--- src/rtl/logic_unit_pipe.sv ---
// Bitwise logic unit feeding a 2-entry result FIFO with valid/ready on both sides.
// Optional flag outputs (out_zero, out_parity) are enabled by LOGIC_UNIT_PIPE_FLAGS_EN.
module logic_unit_pipe #(
  parameter int WIDTH = 8,
  parameter int CNT_W = 16
) (
  input  logic             clk,
  input  logic             rst,
  input  logic             in_valid,
  output logic             in_ready,
  input  logic [2:0]       mode,
  input  logic [WIDTH-1:0] a,
  input  logic [WIDTH-1:0] b,
  output logic             out_valid,
  input  logic             out_ready,
  output logic [WIDTH-1:0] y,
  output logic [2:0]       out_mode,
  output logic [CNT_W-1:0] txn_cnt
`ifdef LOGIC_UNIT_PIPE_FLAGS_EN
  ,
  output logic             out_zero,
  output logic             out_parity
`endif
);

  // Handshake: a transfer happens on a rising edge where valid and ready are both 1;
  // valid never waits on ready, and in_ready depends only on stored occupancy (and rst).

  localparam logic [2:0] MODE_AND  = 3'd0;
  localparam logic [2:0] MODE_OR   = 3'd1;
  localparam logic [2:0] MODE_NOT  = 3'd2;
  localparam logic [2:0] MODE_NAND = 3'd3;
  localparam logic [2:0] MODE_NOR  = 3'd4;
  localparam logic [2:0] MODE_XOR  = 3'd5;
  localparam logic [2:0] MODE_XNOR = 3'd6;

  logic [WIDTH-1:0] r_y_mem    [2];
  logic [2:0]       r_mode_mem [2];
  logic             r_wr_ptr;
  logic             r_rd_ptr;
  logic [1:0]       r_count;
  logic [CNT_W-1:0] r_txn_cnt;

  logic [WIDTH-1:0] w_result;
  logic             w_push;
  logic             w_pop;
  logic             w_out_valid;

`ifdef LOGIC_UNIT_PIPE_FLAGS_EN
  logic [1:0] r_zero_mem;
  logic [1:0] r_par_mem;
`endif

  always_comb begin
    w_result = '0;
    case (mode)
      MODE_AND:  w_result = a & b;
      MODE_OR:   w_result = a | b;
      MODE_NOT:  w_result = ~a;
      MODE_NAND: w_result = ~(a & b);
      MODE_NOR:  w_result = ~(a | b);
      MODE_XOR:  w_result = a ^ b;
      MODE_XNOR: w_result = ~(a ^ b);
      default:   w_result = b;
    endcase
  end

  assign w_out_valid = (r_count != 2'd0);
  assign w_push      = in_valid & in_ready;
  assign w_pop       = w_out_valid & out_ready;

  always_ff @(posedge clk) begin
    if (rst) begin
      r_y_mem[0]    <= '0;
      r_y_mem[1]    <= '0;
      r_mode_mem[0] <= '0;
      r_mode_mem[1] <= '0;
      r_wr_ptr      <= 1'b0;
      r_rd_ptr      <= 1'b0;
      r_count       <= 2'd0;
      r_txn_cnt     <= '0;
`ifdef LOGIC_UNIT_PIPE_FLAGS_EN
      r_zero_mem    <= 2'b00;
      r_par_mem     <= 2'b00;
`endif
    end else begin
      if (w_push) begin
        r_y_mem[r_wr_ptr]    <= w_result;
        r_mode_mem[r_wr_ptr] <= mode;
`ifdef LOGIC_UNIT_PIPE_FLAGS_EN
        r_zero_mem[r_wr_ptr] <= (w_result == '0);
        r_par_mem[r_wr_ptr]  <= ^w_result;
`endif
        r_wr_ptr <= ~r_wr_ptr;
      end
      if (w_pop) begin
        r_rd_ptr  <= ~r_rd_ptr;
        r_txn_cnt <= r_txn_cnt + CNT_W'(1);
      end
      case ({w_push, w_pop})
        2'b10:   r_count <= r_count + 2'd1;
        2'b01:   r_count <= r_count - 2'd1;
        default: r_count <= r_count;
      endcase
    end
  end

  // rst gates in_ready so nothing is offered as accepted while reset is held.
  assign in_ready  = ~rst & (r_count != 2'd2);
  assign out_valid = w_out_valid;
  assign y         = w_out_valid ? r_y_mem[r_rd_ptr] : '0;
  assign out_mode  = w_out_valid ? r_mode_mem[r_rd_ptr] : 3'd0;
  assign txn_cnt   = r_txn_cnt;

`ifdef LOGIC_UNIT_PIPE_FLAGS_EN
  assign out_zero   = w_out_valid & r_zero_mem[r_rd_ptr];
  assign out_parity = w_out_valid & r_par_mem[r_rd_ptr];
`endif

endmodule

--- config.mk ---
export PLATFORM = sky130hd
export DESIGN_NAME = logic_unit_pipe
export DESIGN_NICKNAME = d
export VERILOG_FILES = /design/src/rtl/logic_unit_pipe.sv
export SDC_FILE = /design/constraint.sdc
export NUM_CORES = 1
export LEC_CHECK = 0
export CORE_MARGIN = 2
export CORE_UTILIZATION = 45
export CTS_CLUSTER_DIAMETER = 150
export DETAILED_ROUTE_END_ITERATION = 12
export PLACE_DENSITY = 0.72
export SETUP_SLACK_MARGIN = 0.05
export SYNTH_ARGS = -nofsm -noshare
export SYNTH_HDL_FRONTEND = slang
export SYNTH_SLANG_ARGS = --single-unit
--- constraint.sdc ---
create_clock -name clk -period 4.8 [get_ports clk]
set_input_delay 1.44 -clock clk [delete_from_list [all_inputs] [get_ports clk]]
set_output_delay 1.44 -clock clk [all_outputs]
set_load 0.005 [all_outputs]
==> impl_metrics.json, run 1 <==
{
  "status": "complete, no violations",
  "maxCapViolations": 0,
  "postCtsSetupBuffers": 0,
  "clk_pin_slew_worst_paths_ns": 0.08,
  "yosys_warnings": 0,
  "hold_violations": 0,
  "cts-root-buf": "clkbuf_8",
  "tightestPinTransition_ns": 0.820,
  "fin_skew_ns": 0.00980,
  "crit_top_cell": "clkdlybuf4s50_1",
  "min-delay-start": "txn_cnt[15]",
  "drv_slew": 0,
  "dp_hpwl_mm": 4.16,
  "fin_crit_ns": 4.00,
  "hold_buffers": 0,
  "yosysUniqueCellTypes": 47,
  "required_ns": 3.36,
  "ios": 52,
  "synth-seq-cells": 43,
  "syn-cell-area_um2": 2650,
  "grt_pass1_wl_mm": 9.45,
  "worstSetupPathType": "in2out",
  "grt_setup_unrepaired": "no",
  "setup_viol": 0,
  "drtPass1Iterations": 4,
  "drt_wl_total_mm": 5.48,
  "cts_tree": "built",
  "synth.area.top_cells": "edfxtp_1 (25%), dfxtp_1 (16%), ha_1 (8.5%), nor2_1 (6.8%), mux2i_1 (6.0%)",
  "cp_slowest_cell": "clkdlybuf4s50_1",
  "min_path_type": "reg2reg",
  "viasPerCell": 5.33,
  "syn2layout_area_growth_pct": 24.3,
  "cts_made_buffers": 5,
  "end_kind": "primary output",
  "clock-sinks": 43,
  "clock.fmax_ghz": 0.250,
  "die_y_um": 80.8,
  "drt_iter0_markers": 114,
  "grt_pass1_vias": 2021,
  "drive_gt1_share_pct": 4.75,
  "ir_drop_v": 0.000118,
  "antenna_cells": 0,
  "synth.most_common_cell": "nor2_1",
  "crit_family": "buffers and inverters",
  "start_kind": "input pin",
  "port_buffers": 51,
  "maxSlewHeadroom_pct": 45.1,
  "fin_nets": 377,
  "crit_start": "rst",
  "core-area_um2": 5610,
  "fp.dieArea_um2": 6520,
  "p_clk_share_pct": 22.7,
  "worstPathArrival_ns": 2.56,
  "avgSynthCellArea_um2": 9.12,
  "synth.largest_area_cell": "edfxtp_1",
  "intPower_uw": 682,
  "grt_max_degree": 25,
  "cts_resized": 0,
  "power_frac_seq_pct": 47.4,
  "synth_commonest_cells": "nor2_1 (48), edfxtp_1 (22), inv_1 (22)",
  "power.leakage_nw": 1.27,
  "overflow": 0,
  "synth_edf_count": 22,
  "gp_congestion": 0.795,
  "detail-route-antenna-nets": 0,
  "p_switching_uw": 296,
  "initial_core_util_pct": 47.3,
  "clk_latency_ns": 0.30,
  "finalSetupTns_ns": 0,
  "fin_crit_sh_pct": 83.3,
  "netlist_instances": 291,
  "clockBufferDepth": 2,
  "ys_async_sr_fraction_pct": 0,
  "num-fill-cells": 527,
  "grt_usage_pct": 18.5,
  "swShare_pct": 30.3,
  "vias": 2179,
  "antenna_found_initial": 0,
  "post-route-drc-count": 0,
  "worstPathCellList": "clkdlybuf4s50_1 > nor2_1 > clkdlybuf4s50_1",
  "crit_fanout": 2,
  "slowest_delay_ns": 0.51,
  "cts_max_level": 2,
  "synth.top_cell.area_share_pct": 24.9,
  "power_density_nw_per_um2": 297,
  "die_x_um": 80.8,
  "rows": 27,
  "path_buf_inv": 2,
  "wire_per_inst_um": 13.4,
  "syn_nets": 332,
  "comb_power_share_pct": 29.9,
  "ys_seq_area_share_pct": 40.8,
  "ys.flop_type": "edfxtp_1",
  "hold_ws_ns": 0.496,
  "worstReg2RegStart": "r_count[0]"
}
-- worst paths after layout --
| kind | cells after the start | end | slack (ns) |
|---|---|---|---|
| worst max register to register | 4 | r_y_mem[1][1] | 2.55 |
| worst min-delay path | 2 | txn_cnt[15] | 0.50 |
| worst min register to register | 2 | txn_cnt[15] | 0.50 |
| worst max-delay path | 3 | in_ready | 0.80 |
-- area by class of cell --
type                    count  area, um^2  area share, %
flip-flops and latches     43        1080           32.8
well taps                  72        90.1           2.73
repair buffers             54         533           16.2
clock inverters             2        11.3          0.342
clock buffers               6        72.6           2.20
inverters                  23        86.3           2.62
multi-input cells         209        1420           43.1
-- registers in the layout, indices dropped and copies added (netlist names), named ones only --
register and count:
r_wr_ptr 1, r_count 2, r_rd_ptr 1, r_mode_mem 6, r_y_mem 16, txn_cnt 16
-- per-layer routing --
metal,vias to the layer above,GRT usage (%),share of wire (%)
met5,-,0,0
met4,0,6.61,0.75
met3,2,3.33,4.1
met2,51,28.4,45
met1,1004,26.2,50
li1,1122,-,-
-- cells by family after synthesis --
group,Yosys count,share of synthesized area (%)
muxes,18,7.31
DFF,43,40.8
xor gates and xnor gates,15,4.95
AOI/OAI and AO/OA,45,11.5
buffers and inverters,39,5.61
and+or+nand+nor,113,21.4
adders and majority gates,18,8.49
-- cells in the final DEF (no fill, tap or decap), types with 2 or more instances in the layout --
cell type,instances
nor4_1,2
o311ai_0,2
nand4_1,5
a222oi_1,3
xnor2_1,6
and3b_1,2
or3_1,5
clkbuf_8,5
nor3b_1,2
nand2_1,10
nor2_1,48
nand3b_1,3
o22a_1,2
buf_4,3
edfxtp_1,22
o22ai_1,2
clkdlybuf4s50_1,51
nand2b_1,4
dfxtp_1,21
mux2i_1,16
nor3_1,17
xor2_1,9
a221o_1,2
inv_1,22
o32ai_1,2
nand3_1,3
a21oi_1,13
nor2b_1,7
o21ai_0,10
ha_1,18
-- worst reg2reg max path: cells and delay by family, from the launching register on --
kind          cells  cell delay [ns]
simple gates      4             1.42
flops             1             0.47
-- metrics by stage --
step	std cells	worst slack, ns	total power [mW]	instance area, um^2	utilization, %
after global routing	409	0.758	1.04	3300	58.8
final	409	0.802	0.978	3300	58.8
after global placement	401	0.796	0.755	3210	57.3
after CTS	409	0.798	0.990	3300	58.8
after detailed placement	401	0.803	0.767	3210	57.3
after floorplan	291	1.37	0.639	2650	-
-- power by group through the flow --
| stage | registers (mW) | clock network (mW) | logic, mW |
|---|---|---|---|
| global placement | 0.471 | 0 | 0.284 |
| global route | 0.471 | 0.244 | 0.327 |
| CTS | 0.465 | 0.229 | 0.296 |
| detailed placement | 0.474 | 0 | 0.293 |
| floorplan | 0.449 | 0 | 0.190 |
| finish | 0.464 | 0.222 | 0.292 |
(Power assumes the default switching activity.)
==> run 2, diff against run 1 <==
--- a/config.mk
+++ b/config.mk
@@ -9,7 +9,7 @@
 export CORE_UTILIZATION = 45
 export CTS_CLUSTER_DIAMETER = 150
 export DETAILED_ROUTE_END_ITERATION = 12
-export PLACE_DENSITY = 0.72
+export PLACE_DENSITY = 0.75
 export SETUP_SLACK_MARGIN = 0.05
 export SYNTH_ARGS = -nofsm -noshare
 export SYNTH_HDL_FRONTEND = slang
==> constraint.sdc (replaced) <==
create_clock -name clk -period 3.3 [get_ports clk]
set_input_delay 0.99 -clock clk [delete_from_list [all_inputs] [get_ports clk]]
set_output_delay 0.99 -clock clk [all_outputs]
set_load 0.005 [all_outputs]
==> run 2 against run 1 <==
  * Cell count grew 1.7%
  * Utilization grew 0.94 points
  * Non-clock buffer count grew 7
  * Critical path depth is the same
  * Clock power grew 41%
  * Die area is the same
  * First-iteration DRC count shrank 1.8%
  * Global-route usage shrank 1.2 points
  * Via count grew 1.9%
  * Combinational power grew 47%
  * Flip-flop and latch count is the same
==> impl_metrics.json, run 2 (synthesis gave the netlist of run 1 again) <==
{
  "power_density_nw_per_um2": 423,
  "post-route-drc-count": 0,
  "drtPass1Iterations": 5,
  "gp_congestion": 0.816,
  "r2r_cells": 7,
  "core-area_um2": 5610,
  "required_ns": 2.31,
  "status": "complete, no violations",
  "postCtsSetupBuffers": 0,
  "fin_skew_ns": 0.00452,
  "drt_iter0_markers": 112,
  "drt_wl_total_mm": 5.33,
  "maxCapViolations": 0,
  "ios": 52,
  "cts_made_buffers": 5,
  "worstSetupPathType": "in2out",
  "fp.dieArea_um2": 6520,
  "fin_crit_ns": 3.08,
  "placed_area_um2": 3270,
  "r2r_slack_ns": 1.46,
  "cts_max_level": 2,
  "maxSlewHeadroom_pct": 48.3,
  "final_cell_area_um2": 3350,
  "finalSetupTns_ns": 0,
  "rr_endpoint": "r_count[1]",
  "ir_drop_v": 0.000238,
  "p_switching_uw": 408,
  "total_power_mw": 1.42,
  "drv_slew": 0,
  "intPower_mw": 1.01,
  "comb_power_share_pct": 30.2,
  "worstReg2RegStart": "r_count[0]",
  "crit_fanout": 2,
  "end_kind": "primary output",
  "grt_setup_unrepaired": "no",
  "crit_start": "rst",
  "clk_latency_ns": 0.28,
  "power_frac_seq_pct": 47.7,
  "layout_commonest_cell": "clkdlybuf4s50_1",
  "fin_nets": 384,
  "tightestPinTransition_ns": 0.773,
  "start_kind": "input pin",
  "power.leakage_nw": 1.30,
  "hold_violations": 0,
  "final_util_pct": 59.7,
  "drive_gt1_share_pct": 6.40,
  "worst_slack_ns": 0.219,
  "wire_per_inst_um": 12.8,
  "grt_usage_pct": 17.3,
  "num-fill-cells": 526,
  "rows": 27,
  "cts_tree": "built",
  "antenna_cells": 0,
  "grt_pass1_wl_mm": 8.93,
  "syn2layout_area_growth_pct": 26.3,
  "setup_viol": 0,
  "crit_end": "in_ready",
  "die_y_um": 80.8,
  "die_x_um": 80.8,
  "min_path_type": "reg2reg",
  "p_clk_share_pct": 22.1,
  "clock-sinks": 43,
  "hold_buffers": 0,
  "clock.fmax_ghz": 0.325,
  "final_cell_mix": "clkdlybuf4s50_1 (51), nor2_1 (48), inv_1 (22), edfxtp_1 (22), dfxtp_1 (21)",
  "swShare_pct": 28.8,
  "clk_pin_slew_worst_paths_ns": 0.08,
  "worstPathArrival_ns": 2.09,
  "fin_crit_sh_pct": 93.4,
  "grt_max_degree": 25,
  "clockBufferDepth": 2,
  "port_buffers": 51,
  "detail-route-antenna-nets": 0,
  "viasPerCell": 5.34,
  "initial_core_util_pct": 47.3,
  "overflow": 0,
  "grt_pass1_vias": 1971,
  "dp_hpwl_mm": 4.05,
  "antenna_found_initial": 0,
  "place_ws_ns": 0.216,
  "cts-root-buf": "clkbuf_8",
  "cts_resized": 0,
  "vias": 2220
}
run 2: through the flow:
step / hold slack [ns] / cells
2_1_floorplan: 0.472 / 291
3_3_place_gp: 0.470 / 408
3_5_place_dp: 0.482 / 408
4_1_cts: 0.492 / 416
5_1_grt: 0.556 / 416
6_report: 0.492 / 416
run 2: layer usage:
layer	vias to the layer above	wire length, um	track usage [%]
met1	1034	2610	24.2
met3	2	181	2.56
met4	0	47	4.92
li1	1135	-	-
met2	49	2490	27.9
met5	-	0	0
run 2: cell type report:
type                            count  area, um^2  share of cell area [%]
Sequential cell                    43        1080                    32.3
Multi-Input combinational cell    209        1420                    42.5
Timing Repair Buffer               61         586                    17.5
Clock buffer                        8        83.8                    2.50
Inverter                           23        86.3                    2.58
Tap cell                           72        90.1                    2.69
run 2: power groups by stage:
stage / clock [mW] / combinational, mW / sequential, mW
after CTS: 0.322 / 0.432 / 0.678
final: 0.313 / 0.428 / 0.677
after global placement: 0 / 0.422 / 0.686
after floorplan: 0 / 0.277 / 0.653
after detailed placement: 0 / 0.431 / 0.690
after global routing: 0.345 / 0.475 / 0.688
run 2: how the worst min path moves through the flow:
stage	from	endpoint	slack (ns)	cells past startpoint
2_1_floorplan	r_rd_ptr	flip-flop	0.47	2
3_3_place_gp	txn_cnt[15]	txn_cnt[15]	0.47	2
3_5_place_dp	txn_cnt[15]	txn_cnt[15]	0.48	2
4_1_cts	txn_cnt[15]	txn_cnt[15]	0.49	2
5_1_grt	txn_cnt[6]	txn_cnt[6]	0.56	2
6_report	txn_cnt[15]	txn_cnt[15]	0.49	2
run 2: critical path: stages:
cell	delay [ns]
clkdlybuf4s50_1	0.44
nor2_1	0.14
clkdlybuf4s50_1	0.52
